--- src/rtl/midi_note_parser_if.sv ---
// Byte stream in / note triple out bundle for midi_note_parser.
// The parser connects to the slave modport.
// The UART side or the bench connects to the master modport.
interface midi_note_parser_if;
  logic [7:0] RxData;
  logic       RxValid;
  logic [7:0] Pitch;
  logic [6:0] Velocity;
  logic       Gate;
  logic       NoteEvent;

  modport master (
    output RxData, RxValid,
    input  Pitch, Velocity, Gate, NoteEvent
  );

  modport slave (
    input  RxData, RxValid,
    output Pitch, Velocity, Gate, NoteEvent
  );
endinterface

--- src/rtl/midi_note_parser.sv ---
// MIDI channel-voice byte parser with running status and a channel filter.
// It produces a monophonic, last-note-priority Pitch/Velocity/Gate triple.
// Optional macro MIDI_ALL_NOTES_OFF_EN: a completed CC 123 (all notes off)
// on the accepted channel releases the gate.
module midi_note_parser #(
  parameter int unsigned CHANNEL = 0,
  parameter int unsigned OMNI    = 0
) (
  input logic Clk,
  input logic Reset,
  midi_note_parser_if.slave bus
);

  typedef enum logic [2:0] {
    RS_NONE,
    RS_NOTE_OFF,
    RS_NOTE_ON,
    RS_SKIP1,
    RS_SKIP2,
    RS_CC
  } rs_t;

  typedef enum logic {
    EXPECT_D1,
    EXPECT_D2
  } bs_t;

  rs_t        rs;
  bs_t        bs;
  rs_t        status_rs;
  logic [6:0] d1;
  logic [7:0] pitch;
  logic [6:0] velocity;
  logic       gate;
  logic       note_event;
  logic       ch_ok;

  // Running-status type that a channel status byte in RxData would select.
  always_comb begin
    ch_ok     = (OMNI != 0) || (bus.RxData[3:0] == 4'(CHANNEL));
    status_rs = RS_SKIP2;
    if (ch_ok) begin
      case (bus.RxData[6:4])
        3'd0:    status_rs = RS_NOTE_OFF;
        3'd1:    status_rs = RS_NOTE_ON;
`ifdef MIDI_ALL_NOTES_OFF_EN
        3'd3:    status_rs = RS_CC;
`endif
        3'd4,
        3'd5:    status_rs = RS_SKIP1;
        default: status_rs = RS_SKIP2;
      endcase
    end else if (bus.RxData[6:5] == 2'b10) begin
      // A filtered program change or channel pressure still carries only one data byte.
      status_rs = RS_SKIP1;
    end
  end

  // Byte-state and running-status tracking, plus the registered note outputs.
  always_ff @(posedge Clk) begin
    if (Reset) begin
      rs         <= RS_NONE;
      bs         <= EXPECT_D1;
      d1         <= '0;
      pitch      <= '0;
      velocity   <= '0;
      gate       <= 1'b0;
      note_event <= 1'b0;
    end else begin
      note_event <= 1'b0;
      if (bus.RxValid) begin
        if (bus.RxData >= 8'hF8) begin
          // A realtime byte may sit inside a message, so no state changes.
        end else if (bus.RxData >= 8'hF0) begin
          rs <= RS_NONE;
          bs <= EXPECT_D1;
        end else if (bus.RxData[7]) begin
          rs <= status_rs;
          bs <= EXPECT_D1;
        end else begin
          case (rs)
            RS_NONE, RS_SKIP1: bs <= EXPECT_D1;
            default: begin
              if (bs == EXPECT_D1) begin
                d1 <= bus.RxData[6:0];
                bs <= EXPECT_D2;
              end else begin
                bs <= EXPECT_D1;
                if (rs == RS_NOTE_ON && bus.RxData[6:0] != 7'd0) begin
                  pitch      <= {1'b0, d1};
                  velocity   <= bus.RxData[6:0];
                  gate       <= 1'b1;
                  note_event <= 1'b1;
                end else if ((rs == RS_NOTE_ON || rs == RS_NOTE_OFF) &&
                             d1 == pitch[6:0] && gate) begin
                  gate       <= 1'b0;
                  note_event <= 1'b1;
                end else if (rs == RS_CC && d1 == 7'd123 && gate) begin
                  gate       <= 1'b0;
                  note_event <= 1'b1;
                end
              end
            end
          endcase
        end
      end
    end
  end

  assign bus.Pitch     = pitch;
  assign bus.Velocity  = velocity;
  assign bus.Gate      = gate;
  assign bus.NoteEvent = note_event;

endmodule
--- src/flat_wrapper.sv ---
// flat-port wrapper written by rule: the top's interface ports become plain ports
module midi_note_parser_flat 
#(
  parameter int unsigned CHANNEL = 0,
  parameter int unsigned OMNI    = 0
)
  (Clk, Reset, bus_RxData, bus_RxValid, bus_Pitch, bus_Velocity, bus_Gate, bus_NoteEvent);
  midi_note_parser_if bus_i ();
  input logic Clk;
  input logic Reset;
  input wire logic [$bits(bus_i.RxData)-1:0] bus_RxData;
  input wire logic [$bits(bus_i.RxValid)-1:0] bus_RxValid;
  output wire logic [$bits(bus_i.Pitch)-1:0] bus_Pitch;
  output wire logic [$bits(bus_i.Velocity)-1:0] bus_Velocity;
  output wire logic [$bits(bus_i.Gate)-1:0] bus_Gate;
  output wire logic [$bits(bus_i.NoteEvent)-1:0] bus_NoteEvent;
  assign bus_i.RxData = bus_RxData;
  assign bus_i.RxValid = bus_RxValid;
  assign bus_Pitch = bus_i.Pitch;
  assign bus_Velocity = bus_i.Velocity;
  assign bus_Gate = bus_i.Gate;
  assign bus_NoteEvent = bus_i.NoteEvent;
  midi_note_parser #(.CHANNEL(CHANNEL), .OMNI(OMNI)) u_core (.Clk(Clk), .Reset(Reset), .bus(bus_i));
endmodule
--- config.mk ---
export PLATFORM = sky130hd
export DESIGN_NAME = midi_note_parser_flat
export DESIGN_NICKNAME = d
export VERILOG_FILES = /design/src/rtl/midi_note_parser_if.sv /design/src/rtl/midi_note_parser.sv /design/src/flat_wrapper.sv
export SDC_FILE = /design/constraint.sdc
export NUM_CORES = 1
export LEC_CHECK = 0
export CORE_MARGIN = 1
export CORE_UTILIZATION = 49
export CTS_CLUSTER_DIAMETER = 100
export DETAILED_ROUTE_END_ITERATION = 7
export PLACE_DENSITY = 0.86
export SLEW_MARGIN = 20
export SYNTH_ARGS = -nofsm -noshare
export SYNTH_HDL_FRONTEND = slang
export SYNTH_SLANG_ARGS = --single-unit
--- constraint.sdc ---
create_clock -name Clk -period 1.7 [get_ports Clk]
set_clock_uncertainty 0.05 [all_clocks]
set_input_delay 0.17 -clock Clk [delete_from_list [all_inputs] [get_ports Clk]]
set_output_delay 0.17 -clock Clk [all_outputs]
set_load 0.005 [all_outputs]
==> impl_metrics.yaml <==
outcome:
  outcome: "finished, final reports clean"
finish:
  fillers: 189
  syn_to_final_growth_pct: 33.8
  nets: 198
  drive_gt1_frac: 0.177
  seq_area_um2: 541
  n_antenna_cell: 0
  multi_input_area_um2: 689
min_path:
  min_from: "u_core.bus.Velocity[2]$_SDFFE_PP0P_"
  hold_depth: 2
  min_to: "u_core.bus.Velocity[2]$_SDFFE_PP0P_"
  hp-class: "reg2reg"
worst_setup_path:
  crit_required_ns: 1.88
  r2r_slack_ns: 0.16
  r2r_start: "u_core.rs[2]$_SDFFE_PP0P_"
  reg2reg_to: "u_core.bus.Pitch[4]$_SDFFE_PP0P_"
  reg2reg_depth: 4
  cp.arrival_ns: 1.77
  cp-start-kind: "input port"
  cp-end-kind: "register"
  critPathMaxFanout: 13
  worst-setup-path-type: "in2reg"
detailed_routing:
  top_layer_used: "met4"
  vias: 1207
  wl_met2_um: 1670
  m1WireLength_um: 1350
  drc_errors: 0
  drtIter0Drc: 17
  dr.pass1.iters: 4
  wl_met3_um: 119
  ant_nets: 0
  wirelength_um: 3210
  routedWlPerCell_um: 14.9
  viasPerCell: 5.59
global_route:
  grt_pass1_vias: 1149
  track_usage: 0.258
  grt_max_degree: 16
  antenna_found_initial: 0
  grt_pass1_wl_um: 5230
  overflow: 0
synth:
  synth-seq-cells: 27
  synth_edf_count: 0
  synth_compound_area_frac: 0.158
  synth_ff_type: "dfxtp_1"
  ys_async_sr_fraction: 0
  synth_top_area_cell: "dfxtp_1"
  synthesis.nets: 153
  yosysWarnings: 0
  synthTopCellsByArea: "dfxtp_1 (42%), a21oi_1 (7.0%), mux2i_1 (5.4%)"
  avgSynthCellArea_um2: 9.07
  synth-adder-area-share: 0
  synth-simple-area-share: 0.265
  syn_area_um2: 1290
  synth_top_cell_area_share: 0.420
  synth-xor-area-share: 0.0544
  synthMuxAreaShare: 0.0544
  yosysSeqAreaShare: 0.420
  ys_types: 37
  synth_cells: 142
  synth_top_family_by_area: "simple AND/OR/NAND/NOR gates"
sta:
  min_period_over_period: 0.934
  final_hold_viol_count: 0
  maxSlewViolCount: 0
  setup-tns-final_ns: 0
  rsz0062_at_grt: "false"
  final.min_clock_period_ns: 1.59
  maxClockFrequency_ghz: 0.630
  finalSetupViolCount: 0
pwr:
  p_per_area_nw_per_um2: 623
  p_leak_nw: 0.692
  p_total_mw: 1.07
  ir_worst_vdd_mv: 0.538
placement:
  portBuffers: 26
  gp_congestion: 0.888
  dp_hpwl_um: 2420
floorplan:
  die_h_um: 53.3
  start_util: 0.520
  rows: 18
  core_um2: 2480
  ios: 28
  fp.dieW_um: 53.3
  die_area_um2: 2840
clocking:
  cts.clk_slew.worst_paths_ns: 0.14
  cts-resized-gates: 0
  cts_tree: "done"
  cts_sinks: 27
  htreeDepth: 1
  clk_latency_ns: 0.33
  cts_hold_buf: 0
  cts_buffers: 3
  clock_path_buffers: 2
  root_buffer: "clkbuf_4"
  post_cts_buffers: 0
run:
  maxCapViolCount: 0
[through the flow]
stage / utilization / setup slack, ns / area (um^2) / hold slack (ns) / instances
after detailed placement: 0.685 / -0.252 / 1700 / 0.419 / 212
after global routing: 0.695 / 0.00165 / 1720 / 0.452 / 216
after global placement: 0.685 / -0.193 / 1700 / 0.412 / 212
after floorplan: - / 0.201 / 1290 / 0.256 / 142
after CTS: 0.695 / 0.103 / 1720 / 0.439 / 216
final: 0.695 / 0.112 / 1720 / 0.439 / 216
[power breakdown]
group	switching, mW	internal [mW]
Sequential	0.0154	0.645
Clock	0.187	0.0921
Combinational	0.0622	0.0723
[routing by layer]
metal / vias up / track usage
met1: 575 / 0.320
met5: - / 0
met3: 7 / 0.0345
met2: 29 / 0.444
li1: 596 / -
met4: 0 / 0.0965
[Yosys cell counts (2+ instances only)]
cell,n
nor2_1,9
nand2_1,6
buf_6,2
nor3b_1,2
mux2i_1,7
nor4_1,3
nand4_1,2
o21ai_1,4
a21oi_1,18
nor3_1,4
clkbuf_1,2
a211oi_1,2
nor2b_1,2
dfxtp_1,27
nand3_1,12
xor2_1,8
o21ai_0,11
buf_4,2
[critical path: stages]
cell and delay, ns:
clkdlybuf4s50_1 0.44, nor4_2 0.30, or4b_4 0.61, a21oi_1 0.17
a211oi_1 0.08
[area by class of cell]
cell class,count,share of cell area
Sequential cell,27,0.314
Inverter,1,0.00218
Timing Repair Buffer,48,0.247
Clock buffer,4,0.0153
Multi-Input combinational cell,106,0.400
Tap cell,30,0.0218
[cells in the final DEF (no fill, tap or decap), drive strengths merged, types with 2 or more instances in the layout]
cell type	instances
clkdlybuf4s50	26
xor2	8
nor3	4
buf	22
nor4	4
nor2b	2
dfxtp	27
clkbuf	4
nand3	13
nand4	2
nor3b	3
mux2i	7
nand2	6
a21oi	18
a211oi	2
nor2	9
o21ai	16
[kinds of logic (layout without fill, tap and decap cells)]
group,Yosys count,count (layout)
flip-flops,27,27
other,1,1
multiplexers,7,7
XOR/XNOR,8,8
buffers and inverters,9,53
AO/OA/AOI/OAI,38,38
AND/OR/NAND/NOR,52,52
[registers in the layout, summed over array words and instances, names as in the netlist]
name	cells
u_core.bus.Gate	1
u_core.bus.Velocity	7
u_core.d1	7
u_core.bs	1
u_core.bus.NoteEvent	1
u_core.rs	3
u_core.bus.Pitch	7
[how the worst max path moves through the flow]
stage                         startpoint                          endpoint  slack, ns  cells after the start
3_5_place_dp               bus_RxData[1]   u_core.bus.NoteEvent$_SDFF_PP0_      -0.25                      5
3_3_place_gp               bus_RxData[1]   u_core.bus.NoteEvent$_SDFF_PP0_      -0.19                      5
4_1_cts                    bus_RxData[1]   u_core.bus.NoteEvent$_SDFF_PP0_       0.10                      5
6_report                   bus_RxData[1]   u_core.bus.NoteEvent$_SDFF_PP0_       0.11                      5
2_1_floorplan  u_core.rs[2]$_SDFFE_PP0P_  u_core.bus.Pitch[1]$_SDFFE_PP0P_       0.20                      5
5_1_grt        u_core.rs[2]$_SDFFE_PP0P_   u_core.bus.NoteEvent$_SDFF_PP0_      0.002                      5
(Power assumes the default switching activity.)
